`config.mk`:
```
export PLATFORM = sky130hd
export DESIGN_NAME = vga_timing_gen_flat
export DESIGN_NICKNAME = d
export VERILOG_FILES = /design/src/rtl/vga_timing_gen_pkg.sv /design/src/rtl/vga_timing_gen_if.sv /design/src/rtl/vga_axis_counter.sv /design/src/rtl/vga_timing_gen.sv /design/src/flat_wrapper.sv
export SDC_FILE = /design/constraint.sdc
export NUM_CORES = 1
export LEC_CHECK = 0
export ABC_AREA = 1
export BUFFER_PORTS_ARGS = -buffer_cell sky130_fd_sc_hd__buf_2
export CAP_MARGIN = 20
export CORE_MARGIN = 4
export CORE_UTILIZATION = 55
export DETAILED_ROUTE_END_ITERATION = 16
export PLACE_DENSITY = 0.89
export SYNTH_ARGS = -nofsm -noshare
export SYNTH_HDL_FRONTEND = slang
export SYNTH_SLANG_ARGS = --single-unit
```
`constraint.sdc`:
```
create_clock -name i_Clk -period 1.7 [get_ports i_Clk]
set_clock_uncertainty 0.05 [all_clocks]
set_input_delay 0.17 -clock i_Clk [delete_from_list [all_inputs] [get_ports i_Clk]]
set_output_delay 0.17 -clock i_Clk [all_outputs]
set_load 0.02 [all_outputs]
```
`src/rtl/vga_timing_gen_pkg.sv`:
```
// Shared 640x480@60Hz timing constants, phase encoding and colour helpers for the VGA blocks.
package vga_timing_gen_pkg;

    localparam int unsigned VGA_H_VISIBLE = 640;
    localparam int unsigned VGA_H_FRONT   = 16;
    localparam int unsigned VGA_H_SYNC    = 96;
    localparam int unsigned VGA_H_BACK    = 48;
    localparam int unsigned VGA_H_TOTAL   = VGA_H_VISIBLE + VGA_H_FRONT + VGA_H_SYNC + VGA_H_BACK;

    localparam int unsigned VGA_V_VISIBLE = 480;
    localparam int unsigned VGA_V_FRONT   = 10;
    localparam int unsigned VGA_V_SYNC    = 2;
    localparam int unsigned VGA_V_BACK    = 33;
    localparam int unsigned VGA_V_TOTAL   = VGA_V_VISIBLE + VGA_V_FRONT + VGA_V_SYNC + VGA_V_BACK;

    typedef enum logic [1:0] {
        PHASE_ACTIVE = 2'd0,
        PHASE_FRONT  = 2'd1,
        PHASE_SYNC   = 2'd2,
        PHASE_BACK   = 2'd3
    } phase_t;

    // Colour the display blocks treat as see-through.
    localparam logic [8:0] TRANSPARENT_KEY = 9'b111101110;

    // {hsync_n, vsync_n, active} when nothing is being displayed.
    localparam logic [2:0] SYNC_IDLE = 3'b110;

    // Eight 80-pixel bars; h_hi is the column divided by 16, so each bar spans 5 steps.
    function automatic logic [8:0] bar_colour(input logic [5:0] h_hi);
        logic [8:0] colour;
        if      (h_hi < 6'd5)  colour = 9'b111111111;
        else if (h_hi < 6'd10) colour = 9'b111111000;
        else if (h_hi < 6'd15) colour = 9'b000111111;
        else if (h_hi < 6'd20) colour = 9'b000111000;
        else if (h_hi < 6'd25) colour = 9'b111000111;
        else if (h_hi < 6'd30) colour = 9'b111000000;
        else if (h_hi < 6'd35) colour = 9'b000000111;
        else                   colour = 9'b000000000;
        return colour;
    endfunction

endpackage

```
`src/rtl/vga_timing_gen_if.sv`:
```
// Raster counter interface between the VGA timing generator (master) and the display stage (slave).
interface vga_timing_gen_if;

    logic       i_Enable;
    logic [9:0] o_H_Counter;
    logic [9:0] o_V_Counter;
    logic       o_HSync;
    logic       o_VSync;
    logic       o_Active;
    logic       o_Line_Start;
    logic       o_Frame_Start;
    logic [8:0] o_Pattern_Pixel;

    modport master (
        input  i_Enable,
        output o_H_Counter, o_V_Counter, o_HSync, o_VSync, o_Active,
               o_Line_Start, o_Frame_Start, o_Pattern_Pixel
    );

    modport slave (
        output i_Enable,
        input  o_H_Counter, o_V_Counter, o_HSync, o_VSync, o_Active,
               o_Line_Start, o_Frame_Start, o_Pattern_Pixel
    );

endinterface

```
`src/rtl/vga_axis_counter.sv`:
```
// One raster axis: a wrapping position counter with its active/front/sync/back phase register.
module vga_axis_counter
    import vga_timing_gen_pkg::*;
#(
    parameter int unsigned VISIBLE = VGA_H_VISIBLE,
    parameter int unsigned FRONT   = VGA_H_FRONT,
    parameter int unsigned SYNC    = VGA_H_SYNC,
    parameter int unsigned BACK    = VGA_H_BACK
) (
    input  logic       clk,
    input  logic       rst,
    input  logic       advance,
    output logic [9:0] count,
    output phase_t     phase,
    output logic       wrap
);

    localparam logic [9:0] LAST_ACTIVE = 10'(VISIBLE - 1);
    localparam logic [9:0] LAST_FRONT  = 10'(VISIBLE + FRONT - 1);
    localparam logic [9:0] LAST_SYNC   = 10'(VISIBLE + FRONT + SYNC - 1);
    localparam logic [9:0] LAST        = 10'(VISIBLE + FRONT + SYNC + BACK - 1);

    if (VISIBLE + FRONT + SYNC + BACK > 1024) begin : g_bad_total
        $error("vga_axis_counter: axis total exceeds 10-bit range");
    end

    logic [9:0] count_next;
    phase_t     phase_next;

    assign wrap = advance && (count == LAST);

    always_ff @(posedge clk) begin
        if (rst) begin
            count <= '0;
            phase <= PHASE_ACTIVE;
        end else begin
            count <= count_next;
            phase <= phase_next;
        end
    end

    // Phase changes on the cycle the counter steps onto a boundary, keeping it aligned with count.
    always_comb begin
        count_next = count;
        phase_next = phase;
        if (advance) begin
            count_next = (count == LAST) ? '0 : count + 10'd1;
            unique case (phase)
                PHASE_ACTIVE: if (count == LAST_ACTIVE) phase_next = PHASE_FRONT;
                PHASE_FRONT:  if (count == LAST_FRONT)  phase_next = PHASE_SYNC;
                PHASE_SYNC:   if (count == LAST_SYNC)   phase_next = PHASE_BACK;
                PHASE_BACK:   if (count == LAST)        phase_next = PHASE_ACTIVE;
                default:                                phase_next = PHASE_ACTIVE;
            endcase
        end
    end

endmodule

```
`src/rtl/vga_timing_gen.sv`:
```
// 640x480@60Hz raster timing with SYNC_DELAY-aligned sync/active outputs.
// Optional colour-bar generator enabled by defining VGA_TEST_PATTERN_EN.
module vga_timing_gen
    import vga_timing_gen_pkg::*;
#(
    parameter int unsigned H_VISIBLE_AREA = VGA_H_VISIBLE,
    parameter int unsigned H_FRONT_PORCH  = VGA_H_FRONT,
    parameter int unsigned H_SYNC_PULSE   = VGA_H_SYNC,
    parameter int unsigned H_BACK_PORCH   = VGA_H_BACK,
    parameter int unsigned V_VISIBLE_AREA = VGA_V_VISIBLE,
    parameter int unsigned V_FRONT_PORCH  = VGA_V_FRONT,
    parameter int unsigned V_SYNC_PULSE   = VGA_V_SYNC,
    parameter int unsigned V_BACK_PORCH   = VGA_V_BACK,
    parameter int unsigned SYNC_DELAY     = 2
) (
    input  logic              i_Clk,
    input  logic              i_Reset,
    vga_timing_gen_if.master  bus
);

    if (SYNC_DELAY > 7) begin : g_bad_delay
        $error("vga_timing_gen: SYNC_DELAY must be 0..7");
    end

    logic       enable;
    logic [9:0] h_count;
    logic [9:0] v_count;
    phase_t     h_phase;
    phase_t     v_phase;
    logic       h_wrap;
    logic       v_wrap;
    logic [2:0] raw_sync;
    logic       line_start;

    assign enable = bus.i_Enable;

    vga_axis_counter #(
        .VISIBLE (H_VISIBLE_AREA),
        .FRONT   (H_FRONT_PORCH),
        .SYNC    (H_SYNC_PULSE),
        .BACK    (H_BACK_PORCH)
    ) u_h_axis (
        .clk     (i_Clk),
        .rst     (i_Reset),
        .advance (enable),
        .count   (h_count),
        .phase   (h_phase),
        .wrap    (h_wrap)
    );

    vga_axis_counter #(
        .VISIBLE (V_VISIBLE_AREA),
        .FRONT   (V_FRONT_PORCH),
        .SYNC    (V_SYNC_PULSE),
        .BACK    (V_BACK_PORCH)
    ) u_v_axis (
        .clk     (i_Clk),
        .rst     (i_Reset),
        .advance (h_wrap),
        .count   (v_count),
        .phase   (v_phase),
        .wrap    (v_wrap)
    );

    frame_wrap_on_line_wrap: assert property (@(posedge i_Clk) disable iff (i_Reset) v_wrap |-> h_wrap);

    assign raw_sync = {h_phase != PHASE_SYNC,
                       v_phase != PHASE_SYNC,
                       (h_phase == PHASE_ACTIVE) && (v_phase == PHASE_ACTIVE)};

`ifdef VGA_TEST_PATTERN_EN
    localparam int unsigned PIPE_W = 12;
    logic [8:0] raw_pixel;
    assign raw_pixel = raw_sync[0] ? bar_colour(h_count[9:4]) : '0;
    localparam logic [PIPE_W-1:0] IDLE_BITS = {9'd0, SYNC_IDLE};
    logic [PIPE_W-1:0] raw_bits;
    assign raw_bits = {raw_pixel, raw_sync};
`else
    localparam int unsigned PIPE_W = 3;
    localparam logic [PIPE_W-1:0] IDLE_BITS = SYNC_IDLE;
    logic [PIPE_W-1:0] raw_bits;
    assign raw_bits = raw_sync;
`endif

    logic [PIPE_W-1:0] delayed_bits;

    // Pixel travels in the same shift register as sync so both stay aligned for any depth.
    if (SYNC_DELAY == 0) begin : g_direct
        assign delayed_bits = i_Reset ? IDLE_BITS : raw_bits;
    end else begin : g_pipe
        logic [SYNC_DELAY*PIPE_W-1:0] shreg;
        logic [SYNC_DELAY*PIPE_W-1:0] shreg_next;

        if (SYNC_DELAY == 1) begin : g_one
            assign shreg_next = raw_bits;
        end else begin : g_many
            assign shreg_next = {shreg[(SYNC_DELAY-1)*PIPE_W-1:0], raw_bits};
        end

        always_ff @(posedge i_Clk) begin
            if (i_Reset) begin
                shreg <= {SYNC_DELAY{IDLE_BITS}};
            end else if (enable) begin
                shreg <= shreg_next;
            end
        end

        assign delayed_bits = shreg[SYNC_DELAY*PIPE_W-1 -: PIPE_W];
    end

    assign bus.o_HSync  = delayed_bits[2];
    assign bus.o_VSync  = delayed_bits[1];
    assign bus.o_Active = delayed_bits[0];

`ifdef VGA_TEST_PATTERN_EN
    assign bus.o_Pattern_Pixel = delayed_bits[11:3];
`else
    assign bus.o_Pattern_Pixel = '0;
`endif

    assign line_start        = (h_count == '0) && enable && !i_Reset;
    assign bus.o_Line_Start  = line_start;
    assign bus.o_Frame_Start = line_start && (v_count == '0);
    assign bus.o_H_Counter   = h_count;
    assign bus.o_V_Counter   = v_count;

endmodule

```
`src/flat_wrapper.sv`:
```
// flat-port wrapper written by rule: the top's interface ports become plain ports
module vga_timing_gen_flat import vga_timing_gen_pkg::*;
#(
    parameter int unsigned H_VISIBLE_AREA = VGA_H_VISIBLE,
    parameter int unsigned H_FRONT_PORCH  = VGA_H_FRONT,
    parameter int unsigned H_SYNC_PULSE   = VGA_H_SYNC,
    parameter int unsigned H_BACK_PORCH   = VGA_H_BACK,
    parameter int unsigned V_VISIBLE_AREA = VGA_V_VISIBLE,
    parameter int unsigned V_FRONT_PORCH  = VGA_V_FRONT,
    parameter int unsigned V_SYNC_PULSE   = VGA_V_SYNC,
    parameter int unsigned V_BACK_PORCH   = VGA_V_BACK,
    parameter int unsigned SYNC_DELAY     = 2
)
  (i_Clk, i_Reset, bus_i_Enable, bus_o_H_Counter, bus_o_V_Counter, bus_o_HSync, bus_o_VSync, bus_o_Active, bus_o_Line_Start, bus_o_Frame_Start, bus_o_Pattern_Pixel);
  vga_timing_gen_if bus_i ();
  input  logic i_Clk;
  input  logic i_Reset;
  input wire logic [$bits(bus_i.i_Enable)-1:0] bus_i_Enable;
  output wire logic [$bits(bus_i.o_H_Counter)-1:0] bus_o_H_Counter;
  output wire logic [$bits(bus_i.o_V_Counter)-1:0] bus_o_V_Counter;
  output wire logic [$bits(bus_i.o_HSync)-1:0] bus_o_HSync;
  output wire logic [$bits(bus_i.o_VSync)-1:0] bus_o_VSync;
  output wire logic [$bits(bus_i.o_Active)-1:0] bus_o_Active;
  output wire logic [$bits(bus_i.o_Line_Start)-1:0] bus_o_Line_Start;
  output wire logic [$bits(bus_i.o_Frame_Start)-1:0] bus_o_Frame_Start;
  output wire logic [$bits(bus_i.o_Pattern_Pixel)-1:0] bus_o_Pattern_Pixel;
  assign bus_i.i_Enable = bus_i_Enable;
  assign bus_o_H_Counter = bus_i.o_H_Counter;
  assign bus_o_V_Counter = bus_i.o_V_Counter;
  assign bus_o_HSync = bus_i.o_HSync;
  assign bus_o_VSync = bus_i.o_VSync;
  assign bus_o_Active = bus_i.o_Active;
  assign bus_o_Line_Start = bus_i.o_Line_Start;
  assign bus_o_Frame_Start = bus_i.o_Frame_Start;
  assign bus_o_Pattern_Pixel = bus_i.o_Pattern_Pixel;
  vga_timing_gen #(.H_VISIBLE_AREA(H_VISIBLE_AREA), .H_FRONT_PORCH(H_FRONT_PORCH), .H_SYNC_PULSE(H_SYNC_PULSE), .H_BACK_PORCH(H_BACK_PORCH), .V_VISIBLE_AREA(V_VISIBLE_AREA), .V_FRONT_PORCH(V_FRONT_PORCH), .V_SYNC_PULSE(V_SYNC_PULSE), .V_BACK_PORCH(V_BACK_PORCH), .SYNC_DELAY(SYNC_DELAY)) u_core (.i_Clk(i_Clk), .i_Reset(i_Reset), .bus(bus_i));
endmodule
```
==> results.yml, run 1 <==
grt:
  grt_start_max_net_pins: 12
  grt_antenna_before_repair: 0
  grt_use_total_pct: 20.9
  grt_pass1_vias: 1733
  grt_overflow: 0
  grt_pass1_wl_mm: 7.40
placement:
  numPortBuffers: 27
  post-dp-hpwl_mm: 3.30
  placed_cells: 357
  place_congestion: 0.959
  post-place-ws_ps: 16.0
final_layout:
  fin_nets: 340
  fin_cells: 369
  regArea_um2: 616
  fillers: 286
  multi_input_area_um2: 1270
  drive_gt1_share_pct: 31.0
  antennaDiodeCount: 0
  syn2layout_area_growth_pct: 19.1
routing:
  drtAntennaViolNets: 0
  via_count: 1935
  drt_iter0_drc: 127
  drt_pre_antenna_iters: 4
  wirelength_mm: 4.75
  wl_per_cell_um: 12.9
  drc: 0
  post_drt_via_cell_ratio: 5.24
clock_tree:
  clk_latency_ps: 330
  cts_max_level: 2
  path_clk_slew_ps: 100
  cts_buffer_depth: 2
  cts-root-buf: "clkbuf_4"
  cts_buffers: 5
  cts.sinks: 30
  cts_tree: "built"
critical_path:
  worstSetupEndpointType: "primary output"
  worst_ep_arrival_time_ps: 1430
  startpoint: "u_core.u_h_axis.count[0]"
  worstSetupPathType: "reg2out"
  crit_path_start_kind: "register"
  crit_required_ps: 1480
  crit_path_max_fanout: 4
  timing.rr.start: "u_core.u_h_axis.count[1]"
synth:
  yosys_warnings: 0
  postSynthAreaPerCell_um2: 6.95
  yosysMostFrequentCell: "nand2_1"
  ys_seq_area_share_pct: 30.3
  ys_ff_latch: 30
  yosysTopAreaCell: "dfxtp_1"
  synth_flop_cell: "dfxtp_1"
  synthArstFlopShare_pct: 0
  synth_edf_count: 0
  synthTopCellsByCount: "nand2_1, nor2_1, dfxtp_1"
  synth_area_um2: 1980
  syn_inst: 285
  synth.top_cell.area_share_pct: 30.3
  synth_area_leaders: "dfxtp_1, nand2_1, ha_1"
  synth_cell_type_count: 33
min_path:
  min-delay-start: "i_Reset"
  worstHoldPathType: "in2reg"
floorplan:
  core_area_um2: 3420
  die_w_um: 68.0
  rows: 21
  ioPinCount: 37
  initial_utilization_pct: 58.0
  die_h_um: 68.0
  dieArea_um2: 4630
sta:
  setup_ws_ps: 46.3
  hold_viol_final: 0
  fin_tns_setup_ps: 0
  holdWs_ps: 133
  finalCriticalPeriod_ps: 1650
  drv_slew: 0
  period_share_pct: 97.3
  finalSetupViolCount: 0
  max_freq_mhz: 605
  grt_setup_unrepaired: "yes"
power_and_ir_drop:
  power.leakage_uw: 0.00107
  powerDensity_nw_per_um2: 596
  intPower_uw: 1070
  clock_power_share_pct: 39.4
  p_comb_share_pct: 9.3
  p_sw_share_pct: 24.2
  seq_power_share_pct: 51.4
  ir_drop_uv: 526
  switchingPower_uw: 340
outcome:
  outcome: "completed"
job:
  maxCapViolCount: 0
==> final cells by class <==
class	count	share of cell area [%]
timing repair buffer	36	9.01
clock inverter	1	1.27
sequential	30	26.1
tap	46	2.44
inverter	34	5.62
multi-input combinational	215	53.7
clock buffer	7	1.91
==> registers in the layout (all words and copies together), names as in the netlist <==
name / cells
u_core.u_h_axis.phase: 2
u_core.u_h_axis.count: 10
u_core.g_pipe.shreg: 6
u_core.u_v_axis.phase: 2
u_core.u_v_axis.count: 10
==> power groups by stage <==
| stage | Combinational [uW] | Sequential [uW] | Clock, uW |
|---|---|---|---|
| 6_report | 130 | 723 | 554 |
| 5_1_grt | 144 | 724 | 593 |
| 4_1_cts | 120 | 724 | 563 |
| 3_5_place_dp | 116 | 739 | 0 |
| 3_3_place_gp | 115 | 738 | 0 |
| 2_1_floorplan | 89.7 | 750 | 0 |
==> per-layer routing <==
metal,track usage (%),vias up,part of all wire (%)
met1,25.2,879,41
li1,-,965,-
met3,4.60,15,6.7
met2,36.6,76,50
met5,0,-,0
met4,6.70,0,2.8
==> path summary, 6_finish.rpt <==
kind / end / slack [ps] / depth (start not counted)
worst max-delay path: bus_o_Frame_Start / 50 / 6
worst min-delay path: u_core.u_h_axis.count[4] / 130 / 2
worst max register to register: u_core.u_v_axis.count[2] / 80 / 7
worst min register to register: u_core.g_pipe.shreg[5] / 420 / 2
==> placed cells by master, fill, tap and decap left out, types with 2 or more instances in the layout <==
cell type  count
buf_2         26
nor3_1         9
ha_2           2
nand3b_1       2
conb_1         9
ha_1          13
nand2_2        7
inv_4          2
clkbuf_1       2
inv_1         24
buf_4          8
nor2_4         4
xor2_1         5
a21oi_1       14
nor2_2         9
nand2_1       55
o21ai_0        4
nor3_2         6
clkbuf_4       5
nand3_1       17
dfxtp_1       20
nand4_1        4
dfxtp_2        9
buf_6          2
nand3_2        4
nor2_1        41
inv_2          8
==> critical path, stage by stage (launching register included) <==
cell	delay [ps]
dfxtp_2	340
buf_6	120
inv_2	50
ha_1	160
nand3_2	90
nor3_2	170
buf_4	160
==> through the flow <==
stage                     total power [uW]  area (um^2)  util [%]
after floorplan                        839         2010         -
after global placement                 853         2140      62.7
after detailed placement               856         2140      62.7
after CTS                             1410         2240      65.6
after global routing                  1460         2360      69.1
final                                 1410         2360      69.1
==> repair_timing <==
action,4_1_cts,5_1_grt
pin swaps,4,9
hold buffers,0,0
gates cloned,0,1
hold endpoints to repair,0,0
resized for setup,11,29
buffers inserted,0,3
endpoints found under the setup margin,1,11
==> cell families (layout without fill, tap and decap cells) <==
logic type	count (synthesis)	count (layout)	synth area share, %
other	1	9	0.189
and+or+nand+nor	163	164	39.3
adders and majority gates	15	15	9.47
buffers and inverters	49	78	12.1
AOI/OAI and AO/OA	21	21	6.00
xor gates and xnor gates	6	6	2.65
DFF	30	30	30.3
Power figures use the tool's default switching activity.
==> inputs of run 2 (changes only) <==
--- a/config.mk
+++ b/config.mk
@@ -8,10 +8,12 @@
 export ABC_AREA = 1
 export BUFFER_PORTS_ARGS = -buffer_cell sky130_fd_sc_hd__buf_2
 export CAP_MARGIN = 20
+export CELL_PAD_IN_SITES_DETAIL_PLACEMENT = 1
+export CELL_PAD_IN_SITES_GLOBAL_PLACEMENT = 2
 export CORE_MARGIN = 4
-export CORE_UTILIZATION = 55
+export CORE_UTILIZATION = 30
 export DETAILED_ROUTE_END_ITERATION = 16
-export PLACE_DENSITY = 0.89
+export PLACE_DENSITY = 0.88
 export SYNTH_ARGS = -nofsm -noshare
 export SYNTH_HDL_FRONTEND = slang
 export SYNTH_SLANG_ARGS = --single-unit
==> results.yml, run 2 (same netlist as run 1, synthesis figures left out) <==
outcome:
  outcome: "completed"
sta:
  finalSetupViolCount: 0
  period_share_pct: 98.4
  hold_viol_final: 0
  fin_tns_setup_ps: 0
  finalCriticalPeriod_ps: 1670
  setup_ws_ps: 26.9
  drv_slew: 0
  max_freq_mhz: 598
  grt_setup_unrepaired: "yes"
clock_tree:
  clk_latency_ps: 280
  cts_buffers: 5
  path_clk_slew_ps: 70
  cts-root-buf: "clkbuf_8"
  cts.sinks: 30
  cts_buffer_depth: 2
  cts_tree: "built"
  cts_max_level: 2
floorplan:
  dieArea_um2: 7970
  initial_utilization_pct: 31.0
  die_h_um: 89.3
  core_area_um2: 6390
  ioPinCount: 37
  die_w_um: 89.3
  rows: 29
routing:
  drt_iter0_drc: 62
  wirelength_mm: 5.70
  via_count: 1945
  drt_pre_antenna_iters: 4
  drc: 0
  drtAntennaViolNets: 0
  wl_per_cell_um: 13.7
  post_drt_via_cell_ratio: 4.66
placement:
  post-place-ws_ps: 12.3
  numPortBuffers: 27
  place_congestion: 0.817
  place_area_um2: 2230
  post-dp-hpwl_mm: 4.21
final_layout:
  final_common_cell: "nand2_1"
  multi_input_area_um2: 1270
  layout_common_cells: "nand2_1, nor2_1, buf_4"
  fin_nets: 357
  regArea_um2: 624
  stdcell_area_um2: 2560
  syn2layout_area_growth_pct: 29.3
  antennaDiodeCount: 0
  fillers: 822
  drive_gt1_share_pct: 33.2
  reg_top3: "u_core.u_h_axis.count: 10 flops, u_core.u_v_axis.count: 10 flops, u_core.g_pipe.shreg: 6 flops"
  post-route-util_pct: 40.1
grt:
  grt_antenna_before_repair: 0
  grt_pass1_vias: 1936
  grt_use_total_pct: 14.6
  grt_start_max_net_pins: 15
  grt_pass1_wl_mm: 9.23
  grt_overflow: 0
job:
  maxCapViolCount: 0
power_and_ir_drop:
  ir_drop_uv: 401
  powerDensity_nw_per_um2: 570
  power.leakage_uw: 0.00116
  power.total_uw: 1460
critical_path:
  worstSetupEndpointType: "primary output"
  worstSetupPathType: "reg2out"
  worst_ep_arrival_time_ps: 1450
  crit_path_max_fanout: 4
  crit_path_start_kind: "register"
  crit_required_ps: 1480
min_path:
  worstHoldPathType: "in2reg"
## run 2: final timing paths
check	from	end	slack (ps)	depth (start not counted)
setup / recovery	u_core.u_v_axis.count[4]	bus_o_Frame_Start	30	6
hold reg to reg	u_core.g_pipe.shreg[4]	u_core.g_pipe.shreg[4]	420	2
setup reg to reg	u_core.u_h_axis.count[0]	u_core.u_v_axis.count[5]	90	7
hold / removal	bus_i_Enable	u_core.g_pipe.shreg[5]	160	3
## run 2: final cells by class
cell class	count	area share [%]
Clock inverter	2	0.488
Inverter	34	5.47
Multi-Input combinational cell	215	49.6
Clock buffer	6	3.22
Timing Repair Buffer	53	13.1
Sequential cell	30	24.4
Tap cell	77	3.76
## run 2: metal layers
metal  vias to the layer above  share of wire [%]  track usage (%)
li1                        992                  -                -
met1                       922                 47             19.3
met2                        27                 49             24.6
met3                         4                3.6             3.04
met4                         0               0.70             3.25
met5                         -                  0                0
## run 2: through the flow
| step | hold slack (ps) | std cells |
|---|---|---|
| finish | 164 | 417 |
| global placement | 391 | 395 |
| detailed placement | 396 | 395 |
| global route | 169 | 417 |
| CTS | 158 | 403 |
| floorplan | 356 | 293 |
## run 2: what timing repair did
action	4_1_cts	5_1_grt
pin swaps	5	7
setup buffers	0	13
gates resized for setup	7	35
cloned	0	1
hold buffers	0	0
setup endpoints to repair	1	14
## run 2: critical path: stages, from the launching register on
cell and delay (ps):
dfxtp_4 360, inv_4 70, nand2_4 50, nor2_4 110
nand4_1 190, nor3_2 220, buf_4 160
## run 2: power breakdown
group / total [uW] / switching, uW / internal, uW
clock: 612 / 287 / 325
combinational: 133 / 90.3 / 42.9
sequential: 714 / 7.01 / 707
total: 1460 / 384 / 1080
